===== config.mk =====
export PLATFORM = sky130hd
export DESIGN_NAME = full_bit_adder
export DESIGN_NICKNAME = d
export VERILOG_FILES = /design/src/rtl/full_bit_adder.sv
export SDC_FILE = /design/constraint.sdc
export NUM_CORES = 1
export LEC_CHECK = 0
export CAP_MARGIN = 25
export CORE_AREA = 2 2 39 41
export CTS_CLUSTER_SIZE = 10
export DETAILED_ROUTE_END_ITERATION = 8
export DIE_AREA = 0 0 41 43
export GPL_TIMING_DRIVEN = 0
export PLACE_DENSITY = 0.7
export SLEW_MARGIN = 20
export SYNTH_ARGS = -nofsm -noshare
export SYNTH_HDL_FRONTEND = slang
export SYNTH_HIERARCHICAL = 1
export SYNTH_SLANG_ARGS = --single-unit

===== constraint.sdc =====
create_clock -name clk -period 5.8 [get_ports clk]
set_input_delay 0.87 -clock clk [delete_from_list [all_inputs] [get_ports clk]]
set_output_delay 0.87 -clock clk [all_outputs]
set_load 0.02 [all_outputs]

===== src/rtl/full_bit_adder.sv =====
// ---------------------------------------------------------------------------
// full_bit_adder_cell
//   One-bit full adder used as the ripple-chain building block.
//   a_i, b_i : operand bits
//   ci_i     : carry in
//   s_o      : sum bit       (a ^ b ^ ci)
//   co_o     : carry out     (majority of a, b, ci)
// ---------------------------------------------------------------------------
module full_bit_adder_cell (
  input  logic a_i,
  input  logic b_i,
  input  logic ci_i,
  output logic s_o,
  output logic co_o
);

  assign s_o  = a_i ^ b_i ^ ci_i;
  assign co_o = (a_i & b_i) | (a_i & ci_i) | (b_i & ci_i);

endmodule

// ---------------------------------------------------------------------------
// full_bit_adder
//   Registered WIDTH-bit ripple-carry adder: {c_out, SUM} <= ina + inb + c_in
//   one clock after the operands are presented. Overflow wraps modulo
//   2^WIDTH with the wrapped-out bit on c_out.
//   clk   : clock, rising edge active
//   rst   : synchronous reset, active high; clears SUM and c_out
//   ina   : operand A, unsigned
//   inb   : operand B, unsigned
//   c_in  : carry into bit 0
//   SUM   : registered sum
//   c_out : registered carry out of the MSB cell
// ---------------------------------------------------------------------------
module full_bit_adder #(
  parameter int WIDTH = 8
) (
  input  logic             clk,
  input  logic             rst,
  input  logic [WIDTH-1:0] ina,
  input  logic [WIDTH-1:0] inb,
  input  logic             c_in,
  output logic [WIDTH-1:0] SUM,
  output logic             c_out
);

  // carry[i] enters cell i; carry[WIDTH] leaves the top cell.
  logic [WIDTH:0]   carry;
  logic [WIDTH-1:0] sum_d;
  logic             cout_d;
  logic [WIDTH-1:0] sum_q;
  logic             cout_q;

  assign carry[0] = c_in;

  for (genvar i = 0; i < WIDTH; i++) begin : g_cell
    full_bit_adder_cell u_cell (
      .a_i  (ina[i]),
      .b_i  (inb[i]),
      .ci_i (carry[i]),
      .s_o  (sum_d[i]),
      .co_o (carry[i+1])
    );
  end

  assign cout_d = carry[WIDTH];

  always_ff @(posedge clk) begin
    if (rst) begin
      sum_q  <= '0;
      cout_q <= 1'b0;
    end else begin
      sum_q  <= sum_d;
      cout_q <= cout_d;
    end
  end

  assign SUM   = sum_q;
  assign c_out = cout_q;

endmodule


After elaboration in Yosys (flattened, before gate mapping)
Index checks and enable logic that the tools add are counted.

Register bits: 9. Bits in latches: 0. Memory bits (writable): 0. Memory bits (read-only): 0. Input port bits: 19. Output and inout bits: 9. Logic and storage cells: 58. Memories kept: 0.

Add/subtract/negate cells: 0. Multiply operators: 0. Div/mod/pow operators: 0. $lt $le $gt $ge: 0. Equal/unequal tests: 0. Shift-type cells: 0. Multiplexer cells: 0. Bitwise operators: 56. Reduce and logical (&&, ||, !) cells: 0.

Operators by type and width (number): bitwise AND 1 bit (24); bitwise OR 1 bit (16); bitwise XOR 1 bit (16).

Logic depth before layout (Yosys ltp)
Depth after elaboration: 24. Mapped depth: 9.

Hierarchy
The synthesis kept the hierarchy.

By module, submodules not included: full_bit_adder (times used 1, cells each 18, area each 236.5 um2, seq. area each 180.2 um2); full_bit_adder_cell (times used 8, cells each 1, area each 20.0 um2, seq. area each 0.0 um2).

Worst setup path before layout
OpenSTA, ideal clock, no wires.

Path kind: input to register. Start: input port ina[0]. End: register sum_q[7] (netlist: SUM[7]). Library setup time: 0.114 ns. Arrival: 4.107 ns. Setup slack: 1.580 ns. Stages: 9. Buffers on the path: 0. Path through: fa_1 > fa_1 > fa_1 > fa_1 > fa_1 > fa_1 > fa_1 > fa_1 > nor2b_1.

Word-level cells in the longest chain between the ends: 22. Elaborated cells on any way between the ends: 29. Classes of those cells: bitwise: 29.

Ends and longest elaborated chain: start: declaration (line 40) `input logic [WIDTH-1:0] ina,`; bitwise AND 1 bit (line 18) `assign co_o = (a_i & b_i) | (a_i & ci_i) | (b_i & ci_i);`; bitwise OR 1 bit * (2 in series) (line 18); bitwise AND 1 bit (line 18); bitwise OR 1 bit (line 18); bitwise OR 1 bit * (line 18); named net carry[2] (line 48) `logic [WIDTH:0] carry;`; bitwise AND 1 bit (line 18); bitwise OR 1 bit (line 18); [1 not listed]; named net carry[3] (line 48); [3 not listed]; named net carry[4] (line 48); [3 not listed]; named net carry[5] (line 48); [2 not listed]; bitwise OR 1 bit * (line 18); named net carry[6] (line 48); bitwise AND 1 bit (line 18); bitwise OR 1 bit (line 18); bitwise OR 1 bit * (line 18); named net carry[7] (line 48); bitwise XOR 1 bit * (line 17) `assign s_o = a_i ^ b_i ^ ci_i;`; named net sum_d[7] (line 49) `logic [WIDTH-1:0] sum_d;`; end signal: assignment (line 73) `sum_q <= sum_d;`; end: declaration (line 51) `logic [WIDTH-1:0] sum_q;`.

The timed path passes the listed nets; every way through them passes the cells marked *. A chain may end at the register's enable or synchronous reset.

Worst setup path after layout
Start: input port ina[0]. End: register sum_q[7] (netlist: SUM[7]).

Word-level cells in the longest chain between the ends: 22. Elaborated cells on any way between the ends: 29. Classes of those cells: bitwise: 29.

Ends and longest elaborated chain (line): bitwise AND 1 bit (18); bitwise OR 1 bit * (2 in series) (18); named net carry[1] (48); bitwise AND 1 bit (18); bitwise OR 1 bit (18); bitwise OR 1 bit * (18); named net carry[2] (48); bitwise AND 1 bit (18); [2 not listed]; named net carry[3] (48); [3 not listed]; named net carry[4] (48); [3 not listed]; named net carry[5] (48); [2 not listed]; bitwise OR 1 bit * (18); named net carry[6] (48); bitwise AND 1 bit (18); bitwise OR 1 bit (18); bitwise OR 1 bit * (18); named net carry[7] (48); bitwise XOR 1 bit * (17); named net sum_d[7] (49).

Marked as above.

==> impl_metrics.yaml <==
pwr:
  pwr-share-clk_pct: 27.2
  power_frac_comb_pct: 31.7
  p_leak_nw: 0.271
  totalPowerFinal_mw: 0.173
  power_frac_seq_pct: 41.1
  sw_frac_of_total_pct: 25.8
  p_int_mw: 0.129
  p_sw_mw: 0.0446
  ir_drop_uv: 123
  powerDensity_mw_per_mm2: 243
floorplanning:
  die_w_um: 41
  core_mm2: 0.00138
  dieArea_mm2: 0.00176
  io_pins: 28
  num_rows: 14
  start_util_pct: 28.7
  die_height_um: 43
finish:
  final_cell_mix: "27 x clkdlybuf4s50_1, 9 x dfxtp_1, 9 x nor2b_1, 8 x fa_1, 3 x clkbuf_4"
  n_antenna_cell: 0
  final_net_count: 85
  syn2layout_area_growth_pct: 79.8
  design_area_um2: 713
  drive_above_1_share_pct: 5.26
  post-route-util_pct: 51.5
  final_common_cell: "clkdlybuf4s50_1"
clock_tree:
  htreeDepth: 1
  cts_tree: "done"
  cts_max_path_buffers: 2
  cts.sinks: 9
  cts-root-buf: "clkbuf_4"
  cts_hold_buf: 0
  clk_pin_slew_ps: 60
  cts_buffers: 3
  cts_setup_buffers: 0
  post_cts_resized: 0
synthesis:
  synth_xor_xnor_area_share_pct: 0
  ys_seq_area_share_pct: 45.4
  synth_top_family_by_area: "adder cells"
  netlist_instances: 26
  synthMuxAreaShare_pct: 0
  netlist_area_um2: 397
  synth_seq_cells: 9
  ys_types: 3
  synth-simple-area-share_pct: 14.2
  ys_warn_count: 6
  synth_area_per_cell_um2: 15.3
  synth-compound-area-share_pct: 0
  syn_nets: 53
  synth_fa_ha_area_share_pct: 40.4
routing:
  viasPerCell: 4.18
  ant_nets: 0
  wl_um: 764
  wl_per_cell_um: 10.5
  drc: 0
  dr.pass1.iters: 2
  vias: 305
  drtIter0Drc: 7
timing:
  maxSlewViolCount: 0
  fin_ws_ps: 1320
  relSlewSlack_pct: 79.7
  period_share_pct: 77.2
  post-route-min-period_ps: 4480
  tightest_slew_ps: 304
  finalSetupViolCount: 0
  max_freq_mhz: 223
  fin_tns_setup_ps: 0
  rsz0062_at_grt: "no"
  hold_viol_final: 0
setup_path:
  critPathLaunchType: "primary input"
  slowest_delay_ps: 440
  crit_chain: "clkdlybuf4s50_1 -> fa_1 -> fa_1 -> fa_1 -> fa_1 -> fa_1 -> fa_1 -> fa_1 -> fa_1 -> nor2b_1"
  required_ps: 5940
  crit_start: "ina[0]"
  cpMostUsedCell: "fa_1"
  slowest_stage: "fa_1"
  crit_path_max_fanout: 1
  path_class: "in -> reg"
  cp_top_family: "adder cells"
  worst-path-buf-inv: 1
  cp-end-kind: "flip-flop"
  critPathArrivalTime_ps: 4620
global_route:
  grt_pass1_wl_um: 1300
  track_usage_pct: 12.0
  grt_max_degree: 10
  grt_pass1_vias: 340
  overflow: 0
  antenna_found_initial: 0
job:
  cap_violations: 0
placed_design:
  numPortBuffers: 27
  pre_cts_ws_ps: 1020
  gp_congestion: 0.651
  postPlaceCellArea_um2: 687
worst_hold_path:
  hp-class: "in -> reg"
  hold_path_depth: 2
  hold_path.startpoint: "rst"
  hold_end: "SUM[7]"
run_status:
  status: "finished, final reports clean"
-- stage by stage --
stage	std cells	hold WS, ps
after floorplan	26	942
after global placement	69	1630
after detailed placement	69	1630
after CTS	73	1360
after global routing	73	1410
final	73	1360
-- registers in the layout, indices dropped and copies added, names as in the netlist --
| signal | count |
|---|---|
| c_out | 1 |
| SUM | 8 |
-- logic make-up after synthesis --
| group | Yosys count |
|---|---|
| flops | 9 |
| fa+ha+maj | 8 |
| simple gates | 9 |
-- worst max-delay path by stage --
stage                     endpoint  slack, ps  depth (start not counted)
after global placement      SUM[7]       1050                         10
after floorplan             SUM[7]       1580                          9
after CTS                   SUM[7]       1300                         10
final                       SUM[7]       1320                         10
after detailed placement    SUM[7]       1020                         10
after global routing        SUM[7]       1180                         10
-- layout make-up --
type	instances	area, um^2
Fill cell	136	671
Tap cell	16	20.0
Multi-Input combinational cell	17	216
Sequential cell	9	180
Clock buffer	4	26.3
Timing Repair Buffer	27	270
-- synth_stat cells --
cell | count | area share (%)
nor2b_1 | 9 | 14
fa_1 | 8 | 40
dfxtp_1 | 9 | 45
-- power by group through the flow --
stage | clock [mW] | combinational (mW) | sequential, mW
floorplan | 0 | 0.0123 | 0.0825
global placement | 0 | 0.0554 | 0.0726
detailed placement | 0 | 0.0565 | 0.0726
CTS | 0.0483 | 0.0567 | 0.0712
global route | 0.0525 | 0.0619 | 0.0718
finish | 0.0470 | 0.0550 | 0.0711
-- per-layer routing --
metal / global-route usage [%] / part of all wire (%) / up-vias
met4: 4.00 / 0 / 0
li1: - / - / 140
met2: 18.8 / 49 / 31
met3: 10.5 / 21 / 0
met5: 0 / 0 / -
met1: 10.5 / 30 / 134
(Power assumes the default switching activity.)
